## src/rtl/i281_pkg.sv

```systemverilog
// Shared opcodes, flag bit positions and FSM state encoding for the i281 execution unit.
package i281_pkg;

    localparam logic [2:0] OP_ADD = 3'b000;
    localparam logic [2:0] OP_SUB = 3'b001;
    localparam logic [2:0] OP_AND = 3'b010;
    localparam logic [2:0] OP_OR  = 3'b011;
    localparam logic [2:0] OP_XOR = 3'b100;
    localparam logic [2:0] OP_SHL = 3'b101;
    localparam logic [2:0] OP_SHR = 3'b110;
    localparam logic [2:0] OP_MUL = 3'b111;

    localparam int FLAG_C = 3;
    localparam int FLAG_N = 2;
    localparam int FLAG_O = 1;
    localparam int FLAG_Z = 0;

    typedef enum logic [1:0] {
        ST_IDLE = 2'd0,
        ST_BUSY = 2'd1,
        ST_DONE = 2'd2
    } state_e;

    function automatic logic [3:0] make_flags(input logic c, input logic n,
                                              input logic o, input logic z);
        logic [3:0] f;
        f         = '0;
        f[FLAG_C] = c;
        f[FLAG_N] = n;
        f[FLAG_O] = o;
        f[FLAG_Z] = z;
        return f;
    endfunction

endpackage

```

## src/rtl/i281_alu_comb.sv

```systemverilog
// Single-cycle ALU ops (ADD/SUB/AND/OR/XOR) with C/N/O/Z flags; iterative ops yield zero here.
module i281_alu_comb
    import i281_pkg::*;
#(
    parameter int DATA_W = 8
) (
    input  logic [2:0]        op_i,
    input  logic [DATA_W-1:0] a_i,
    input  logic [DATA_W-1:0] b_i,
    output logic [DATA_W-1:0] result_o,
    output logic [3:0]        flags_o
);

    localparam int MSB = DATA_W - 1;

    logic [DATA_W:0] sum;
    logic [DATA_W:0] diff;
    logic            c;
    logic            o;

    always_comb begin
        sum      = {1'b0, a_i} + {1'b0, b_i};
        diff     = {1'b0, a_i} - {1'b0, b_i};
        result_o = '0;
        c        = 1'b0;
        o        = 1'b0;
        case (op_i)
            OP_ADD: begin
                result_o = sum[DATA_W-1:0];
                c        = sum[DATA_W];
                o        = (a_i[MSB] == b_i[MSB]) && (sum[MSB] != a_i[MSB]);
            end
            OP_SUB: begin
                // The extended top bit of a zero-extended difference is the borrow.
                result_o = diff[DATA_W-1:0];
                c        = diff[DATA_W];
                o        = (a_i[MSB] != b_i[MSB]) && (diff[MSB] != a_i[MSB]);
            end
            OP_AND:  result_o = a_i & b_i;
            OP_OR:   result_o = a_i | b_i;
            OP_XOR:  result_o = a_i ^ b_i;
            default: result_o = '0;
        endcase
        flags_o = make_flags(c, result_o[MSB], o, result_o == '0);
    end

endmodule

```

## src/rtl/i281_exec_unit.sv

```systemverilog
// Execution unit: IDLE/BUSY/DONE handshake FSM, bit-serial SHL/SHR, shift-add MUL,
// and registered result/flags; single-cycle ops come from i281_alu_comb.
module i281_exec_unit
    import i281_pkg::*;
#(
    parameter int DATA_W = 8,
    parameter int CNT_W  = $clog2(DATA_W + 1)
) (
    input  logic              clock,
    input  logic              reset,
    input  logic              in_valid,
    output logic              in_ready,
    input  logic [2:0]        op,
    input  logic [DATA_W-1:0] in_a,
    input  logic [DATA_W-1:0] in_b,
    output logic              out_valid,
    input  logic              out_ready,
    output logic [DATA_W-1:0] result,
    output logic [3:0]        flags
);

    localparam int              MSB     = DATA_W - 1;
    localparam logic [CNT_W-1:0] FULL_CNT = CNT_W'(DATA_W);

    state_e              state_q, state_d;
    logic [2:0]          op_q, op_d;
    logic [DATA_W-1:0]   a_q, a_d;
    logic [DATA_W-1:0]   b_q, b_d;
    logic [DATA_W-1:0]   acc_q, acc_d;
    logic [CNT_W-1:0]    cnt_q, cnt_d;
    logic [CNT_W-1:0]    tgt_q, tgt_d;
    logic [DATA_W-1:0]   result_q, result_d;
    logic [3:0]          flags_q, flags_d;

    logic [DATA_W-1:0]   alu_result;
    logic [3:0]          alu_flags;
    logic [CNT_W-1:0]    shamt;
    logic [CNT_W-1:0]    cnt_inc;
    logic                last_iter;
    logic [DATA_W:0]     add_hi;
    logic [DATA_W-1:0]   mul_hi;
    logic [DATA_W-1:0]   mul_lo;
    logic [DATA_W-1:0]   shl_v;
    logic [DATA_W-1:0]   shr_v;

    i281_alu_comb #(.DATA_W(DATA_W)) u_alu (
        .op_i     (op),
        .a_i      (in_a),
        .b_i      (in_b),
        .result_o (alu_result),
        .flags_o  (alu_flags)
    );

    always_comb begin
        shamt     = (32'(in_b) > 32'(DATA_W)) ? FULL_CNT : in_b[CNT_W-1:0];
        cnt_inc   = cnt_q + CNT_W'(1);
        last_iter = (cnt_inc == tgt_q);
        // Multiplier shifts right through b_q; product high half accumulates in acc_q.
        add_hi    = {1'b0, acc_q} + (b_q[0] ? {1'b0, a_q} : '0);
        mul_hi    = add_hi[DATA_W:1];
        mul_lo    = {add_hi[0], b_q[DATA_W-1:1]};
        shl_v     = {a_q[DATA_W-2:0], 1'b0};
        shr_v     = {1'b0, a_q[DATA_W-1:1]};
    end

    always_comb begin
        state_d  = state_q;
        op_d     = op_q;
        a_d      = a_q;
        b_d      = b_q;
        acc_d    = acc_q;
        cnt_d    = cnt_q;
        tgt_d    = tgt_q;
        result_d = result_q;
        flags_d  = flags_q;
        case (state_q)
            ST_IDLE: begin
                if (in_valid) begin
                    op_d  = op;
                    a_d   = in_a;
                    b_d   = in_b;
                    acc_d = '0;
                    cnt_d = '0;
                    if (op == OP_MUL) begin
                        tgt_d   = FULL_CNT;
                        state_d = ST_BUSY;
                    end else if (op == OP_SHL || op == OP_SHR) begin
                        if (shamt == '0) begin
                            result_d = in_a;
                            flags_d  = make_flags(1'b0, in_a[MSB], 1'b0, in_a == '0);
                            state_d  = ST_DONE;
                        end else begin
                            tgt_d   = shamt;
                            state_d = ST_BUSY;
                        end
                    end else begin
                        result_d = alu_result;
                        flags_d  = alu_flags;
                        state_d  = ST_DONE;
                    end
                end
            end
            ST_BUSY: begin
                cnt_d = cnt_inc;
                case (op_q)
                    OP_SHL: begin
                        a_d = shl_v;
                        if (last_iter) begin
                            result_d = shl_v;
                            flags_d  = make_flags(a_q[MSB], shl_v[MSB], 1'b0, shl_v == '0);
                            state_d  = ST_DONE;
                        end
                    end
                    OP_SHR: begin
                        a_d = shr_v;
                        if (last_iter) begin
                            result_d = shr_v;
                            flags_d  = make_flags(a_q[0], shr_v[MSB], 1'b0, shr_v == '0);
                            state_d  = ST_DONE;
                        end
                    end
                    default: begin
                        acc_d = mul_hi;
                        b_d   = mul_lo;
                        if (last_iter) begin
                            result_d = mul_lo;
                            flags_d  = make_flags(mul_hi != '0, mul_lo[MSB], 1'b0, mul_lo == '0);
                            state_d  = ST_DONE;
                        end
                    end
                endcase
            end
            ST_DONE: begin
                if (out_ready) state_d = ST_IDLE;
            end
            default: state_d = ST_IDLE;
        endcase
    end

    always_ff @(posedge clock or posedge reset) begin
        if (reset) begin
            state_q  <= ST_IDLE;
            op_q     <= '0;
            a_q      <= '0;
            b_q      <= '0;
            acc_q    <= '0;
            cnt_q    <= '0;
            tgt_q    <= '0;
            result_q <= '0;
            flags_q  <= '0;
        end else begin
            state_q  <= state_d;
            op_q     <= op_d;
            a_q      <= a_d;
            b_q      <= b_d;
            acc_q    <= acc_d;
            cnt_q    <= cnt_d;
            tgt_q    <= tgt_d;
            result_q <= result_d;
            flags_q  <= flags_d;
        end
    end

    assign in_ready  = (state_q == ST_IDLE);
    assign out_valid = (state_q == ST_DONE);
    assign result    = result_q;
    assign flags     = flags_q;

endmodule

```

## config.mk

```make
export PLATFORM = sky130hd
export DESIGN_NAME = i281_exec_unit
export DESIGN_NICKNAME = d
export VERILOG_FILES = /design/src/rtl/i281_pkg.sv /design/src/rtl/i281_alu_comb.sv /design/src/rtl/i281_exec_unit.sv
export SDC_FILE = /design/constraint.sdc
export NUM_CORES = 1
export LEC_CHECK = 0
export CORE_UTILIZATION = 25
export DETAILED_ROUTE_END_ITERATION = 10
export PLACE_DENSITY = 0.45
export SLEW_MARGIN = 20
export SYNTH_ARGS = -nofsm -noshare
export SYNTH_HDL_FRONTEND = slang
export SYNTH_SLANG_ARGS = --single-unit
```

## constraint.sdc

```tcl
create_clock -name clock -period 3.2 [get_ports clock]
set_input_delay 0.64 -clock clock [delete_from_list [all_inputs] [get_ports clock]]
set_output_delay 0.64 -clock clock [all_outputs]
set_load 0.02 [all_outputs]
```

-- After elaboration in Yosys (flattened, before gate mapping)
Index checks and enable logic that the tools add are counted.
- word-level logic and storage cells: 107
- flip-flop bits (word level): 49
- equal/unequal tests: 24
- muxes and demuxes: 44
- bitwise gates (word level): 3
- reductions and logical operators: 22
- $lt $le $gt $ge: 1
- $add $sub $neg: 4
- operators by type and width (kind ; count):
    8-bit two-way mux ; 13
    8-bit case mux with 2 select lines ; 6
    4-bit two-way mux ; 12
    8-bit logical NOT ; 5
    8-bit case mux with 5 select lines ; 1
    4-bit case mux with 2 select lines ; 3
    8-bit by 8-bit adder with 9-bit output ; 2
    3-bit equality test, second input constant ; 6
    2-bit two-way mux ; 6
    2-bit inequality test, second input constant ; 5
    3-bit AND reduction ; 3
    8-bit by 8-bit subtractor with 9-bit output ; 1
    8-bit bitwise AND ; 1
    8-bit by 4-bit > comparator with 1-bit output, second input constant ; 1
    8-bit OR ; 1
    8-bit nonzero test ; 1
    8-bit XOR ; 1
    3-bit by 2-bit equality test with 1-bit output, second input constant ; 2
    2-bit case mux with 3 select lines ; 1
    5-bit AND reduction ; 1
    4-bit by 1-bit adder with 4-bit output, second input constant ; 1
    4-bit equality test ; 1
    4-bit logical NOT ; 1
    1-bit case mux with 2 select lines ; 2
    other kinds (16) ; 21

-- Longest topological paths before layout
- depth after elaboration: 8
- gate-level depth with buffers: 11
- depth with buffers taken out: 11

-- Modules after synthesis
A second synthesis with hierarchy kept.
- cell total of the unflattened synthesis: 542
- area, all modules: 4503.1 um^2
- by module, submodules not included (module ; area each (um^2) ; cells an instance ; instances):
    i281_exec_unit ; 3170.5 ; 351 ; 1
    i281_alu_comb ; 1332.5 ; 191 ; 1

-- Worst setup path after synthesis
Ideal clock, no wire load.
- path kind: input to register
- start: in in_a[0]
- end: reg result_q[2], in the netlist result[2]
- data arrival time: 2429 ps
- stages: 10
- buffers on the path: 0
- path slack: 646 ps
- path through: inv_1 > ha_1 > fa_1 > xor2_1 > a22oi_1 > nor2_1 > o31a_1 > a21oi_1 > o221ai_1 > mux2_4
- longest elaborated chain between the ends: 6
- elaborated cells between the ends (all ways): 7
- ends and longest elaborated chain (item ; line ; source):
    start: declaration ; i281_exec_unit.sv:14 ; input logic [DATA_W-1:0] in_a,
    8-bit by 8-bit subtractor with 9-bit output or 8-bit by 8-bit adder with 9-bit output (tied branches) ; i281_alu_comb.sv:23, i281_alu_comb.sv:22 ;
    8-bit case mux with 5 select lines (*) ; i281_alu_comb.sv:27 ; case (op_i)
    8-bit two-way mux (*) ; i281_exec_unit.sv:87 ; end else if (op == OP_SHL || op == OP_SHR) begin
    8-bit two-way mux (*) ; i281_exec_unit.sv:84 ; if (op == OP_MUL) begin
    8-bit two-way mux (*) ; i281_exec_unit.sv:78 ; if (in_valid) begin
    8-bit case mux with 2 select lines (*) ; i281_exec_unit.sv:76 ; case (state_q)
    end signal: assignment ; i281_exec_unit.sv:159 ; result_q <= result_d;
    end: declaration ; i281_exec_unit.sv:32 ; logic [DATA_W-1:0] result_q, result_d;
Every way passes the cells marked *; elsewhere a longest branch is shown, timed or not. The select of a mux whose other input is x is not followed.
A chain may end at the register's enable or synchronous reset.

-- Worst setup path after layout
Ends and elaborated chain as after synthesis.

==> results.md <==
* Status: finished, final reports clean
* HP Start: result[5]
* HPWL after DPL at 10700 um
* Die Wd at 133 um
* Sw Ratio at 0.430
* Main flop type after synthesis: dfrtp_1
* Total gr overflow at 0
* I/O Buffers at 36
* P_int at 2.28 mW
* Slew @ Worst Pin at 660 ps
* Final max-slew violation count at 0
* Worst skew pair latency at 300 ps
* DRT Pass-1 Iters at 5
* Placed inst area at 5150 um2
* Std-Cell Rows at 47
* Mean post-synth cell area at 8.10 um2
* Post-Syn Instances at 526
* Ports at 37
* Starting Density at 0.257
* Filler cells at 1800
* Max rail drop VDD at 0.280 mV
* Hold_ws at 479 ps
* Synth-to-Final Area Change at 26.0%
* Clk_skew at 8.87 ps
* CTS Hold Bufs at 0
* Synth Register Bits at 48
* Post-synthesis async set-or-reset flop share at 1.00
* Buffers and inverters on the worst path at 2
* Crit share post-route at 0.928
* Post-Syn Nets at 585
* FMAX at 337 MHz
* Setup crit start: in_a[0]
* Core box area at 16600 um2
* Complex-gate fraction of the synthesized area at 0.264
* Clk pwr share at 0.194
* DIE HEIGHT at 133 um
* Post-CTS Setup Inserts at 0
* Reg-to-reg slack, setup at 370 ps
* RSZ-0062 raised after global routing: no
* Clk sink count at 48
* Initial antenna violation count at 0
* Hold Violations, Final at 0
* Crit. End Element: flip-flop
* Area fraction in and, or, nand and nor cells after synthesis at 0.229
* Yosys warnings at 0
* Sw power at 1.71 mW
* Clock Pin Slew Worst Setup and Hold Paths at 70 ps
* Routed vias at 4094
* Mux share of post-synthesis cell area at 0.0197
* Die area at 17600 um2
* Hold/Removal Path Class: flip-flop to flip-flop
* Largest family of logic cells by synthesized area: compound AO/OA/AOI/OAI gates
* Slew headroom at 0.560
* Synth unique cells at 78
* Via density at 5.02
* Num CTS Buffers at 5
* Ratio of cells with drive above 1 in the final layout at 0.145
* CTS root buf: clkbuf_16
* Startpoint Class: input port
* Max Cap Viol at 0
* Slowest cell on crit path: clkdlybuf4s50_1
* Largest net degree at the start of global routing at 49
* Fin nets at 653
* ANT nets after route at 0
* H-tree depth at 2
* EDFF count, synth at 0
* GPL Wtd Cong at 0.864
* XOR/XNOR Fraction of Synth Area at 0.0288
* First-pass GRT wire length at 22700 um
* WS Path Type: input port to flip-flop
* Register share of total power at 0.294
* DRT iter0 DRCs at 306
* Final setup fails at 0
* CP Cell Sequence: clkdlybuf4s50_1, inv_1, ha_1, fa_1, xor2_1, a22oi_1, nor2_1, o31a_1, a21oi_1, o221ai_1, mux2_4
* GRT Overall Usage at 0.163
* Leakage at 2.36 nW
* Design Area, Final at 5370 um2
* Post-Synth Adder-Cell Area at 0.111
* DRC viols at 0
* Critical path data required time at 3390 ps
* Ant. Diodes at 0
* Post-Route WL at 13800 um
* Max stage delay on crit path at 530 ps
* RR Startpoint: b_q[0]
* Post-Syn Area at 4260 um2
* Clock buffer depth at 2
* WP data arrival at 3160 ps
* PostCTS Resize Cnt at 0
* Combinational power share at 0.512
* Register area share after synthesis at 0.282
* Pwr dens at 743 nW/um2
* Crit path time final at 2970 ps
* Vias in the first global route at 4101
* TritonCTS clock tree: done
* CP Max Fanout at 2
* Wire per inst at 16.9 um
* CP delay by family, top: compound AO/OA/AOI/OAI gates
path summary, 6_finish.rpt:
kind	cells past startpoint	to
setup / recovery	11	result[2]
hold / removal	1	result[5]
setup reg to reg	11	flags[3]
hold reg to reg	1	result[5]
max in group asynchronous	3	flags[2]
min in group asynchronous	3	state_q[1]
metrics by stage:
stage / std cells / setup TNS [ps] / util / worst slack, ps / power (mW)
after floorplan: 526 / 0 / - / 646 / 2.50
after global placement: 807 / -23.5 / 0.311 / -16.7 / 3.20
after detailed placement: 807 / -83.2 / 0.311 / -30.0 / 3.23
after CTS: 815 / 0 / 0.324 / 273 / 4.03
after global routing: 815 / 0 / 0.324 / 74.0 / 4.30
final: 815 / 0 / 0.324 / 232 / 3.99
layout make-up:
class                           instances  area (um2)  area share
Inverter                               35         133      0.0247
Sequential cell                        48        1200       0.224
Timing Repair Buffer                   88         763       0.142
Multi-Input combinational cell        416        2780       0.518
Clock buffer                            5         125      0.0233
Clock inverter                          3        90.1      0.0168
Tap cell                              220         275      0.0513
per-layer routing:
layer / wire length, um / share of wire / GRT usage
met5: 0 / 0 / 0
met4: 270 / 0.020 / 0.0511
met3: 443 / 0.032 / 0.0184
met2: 6350 / 0.46 / 0.265
met1: 6700 / 0.49 / 0.225
placed cells by master (no fill, tap or decap), types with 6 or more instances in the layout:
| cell type | count |
|---|---|
| nand2_1 | 70 |
| buf_4 | 51 |
| dfrtp_1 | 48 |
| a21oi_1 | 38 |
| clkdlybuf4s50_1 | 36 |
| o21ai_0 | 34 |
| nor2_1 | 33 |
| ha_1 | 33 |
| inv_1 | 32 |
| nand3_1 | 23 |
| nor2b_1 | 15 |
| a31oi_1 | 13 |
| xnor2_1 | 10 |
| and2_1 | 9 |
| o21ai_1 | 8 |
| a211oi_1 | 8 |
| a21o_1 | 7 |
| o31ai_1 | 7 |
| nor4_1 | 6 |
flip-flops by register name (all words and copies together) (netlist names):
name	cells
flags	4
a_q	8
state_q	2
result	7
cnt_q	4
tgt_q	4
b_q	8
op_q	3
acc_q	8
power by group through the flow:
stage / Sequential (mW) / Combinational, mW / Clock, mW
5_1_grt: 1.22 / 2.26 / 0.815
3_5_place_dp: 1.18 / 2.05 / 0
4_1_cts: 1.18 / 2.05 / 0.794
2_1_floorplan: 1.12 / 1.38 / 0
3_3_place_gp: 1.18 / 2.02 / 0
6_report: 1.17 / 2.04 / 0.773
worst reg2reg max path: cells and delay by family (launching register included):
family / cells / cell delay (ps)
AO/OA/AOI/OAI: 6 / 1290
adder cells (fa/ha/maj): 2 / 580
flip-flops: 1 / 480
AND/OR/NAND/NOR: 2 / 300
buffers and inverters: 1 / 60
cell usage after synthesis (9+ instances only):
master    number  area [um2]
a21oi_1       38         190
a31oi_1       13        81.3
and2_1         9        56.3
clkbuf_1      16        60.1
dfrtp_1       48        1200
ha_1          33         413
inv_1         33         124
nand2_1       70         263
nand3_1       23         115
nor2_1        33         124
nor2b_1       15        93.8
o21ai_0       34         170
xnor2_1       10        87.6
cell families (layout without fill, tap and decap cells):
logic type                 Yosys count  count (layout)
AOI/OAI and AO/OA                  164             164
xor gates and xnor gates            14              14
adders and majority gates           36              36
buffers and inverters               62             131
DFF                                 48              48
muxes                                7               7
and+or+nand+nor                    195             195
Power figures use the tool's default switching activity.
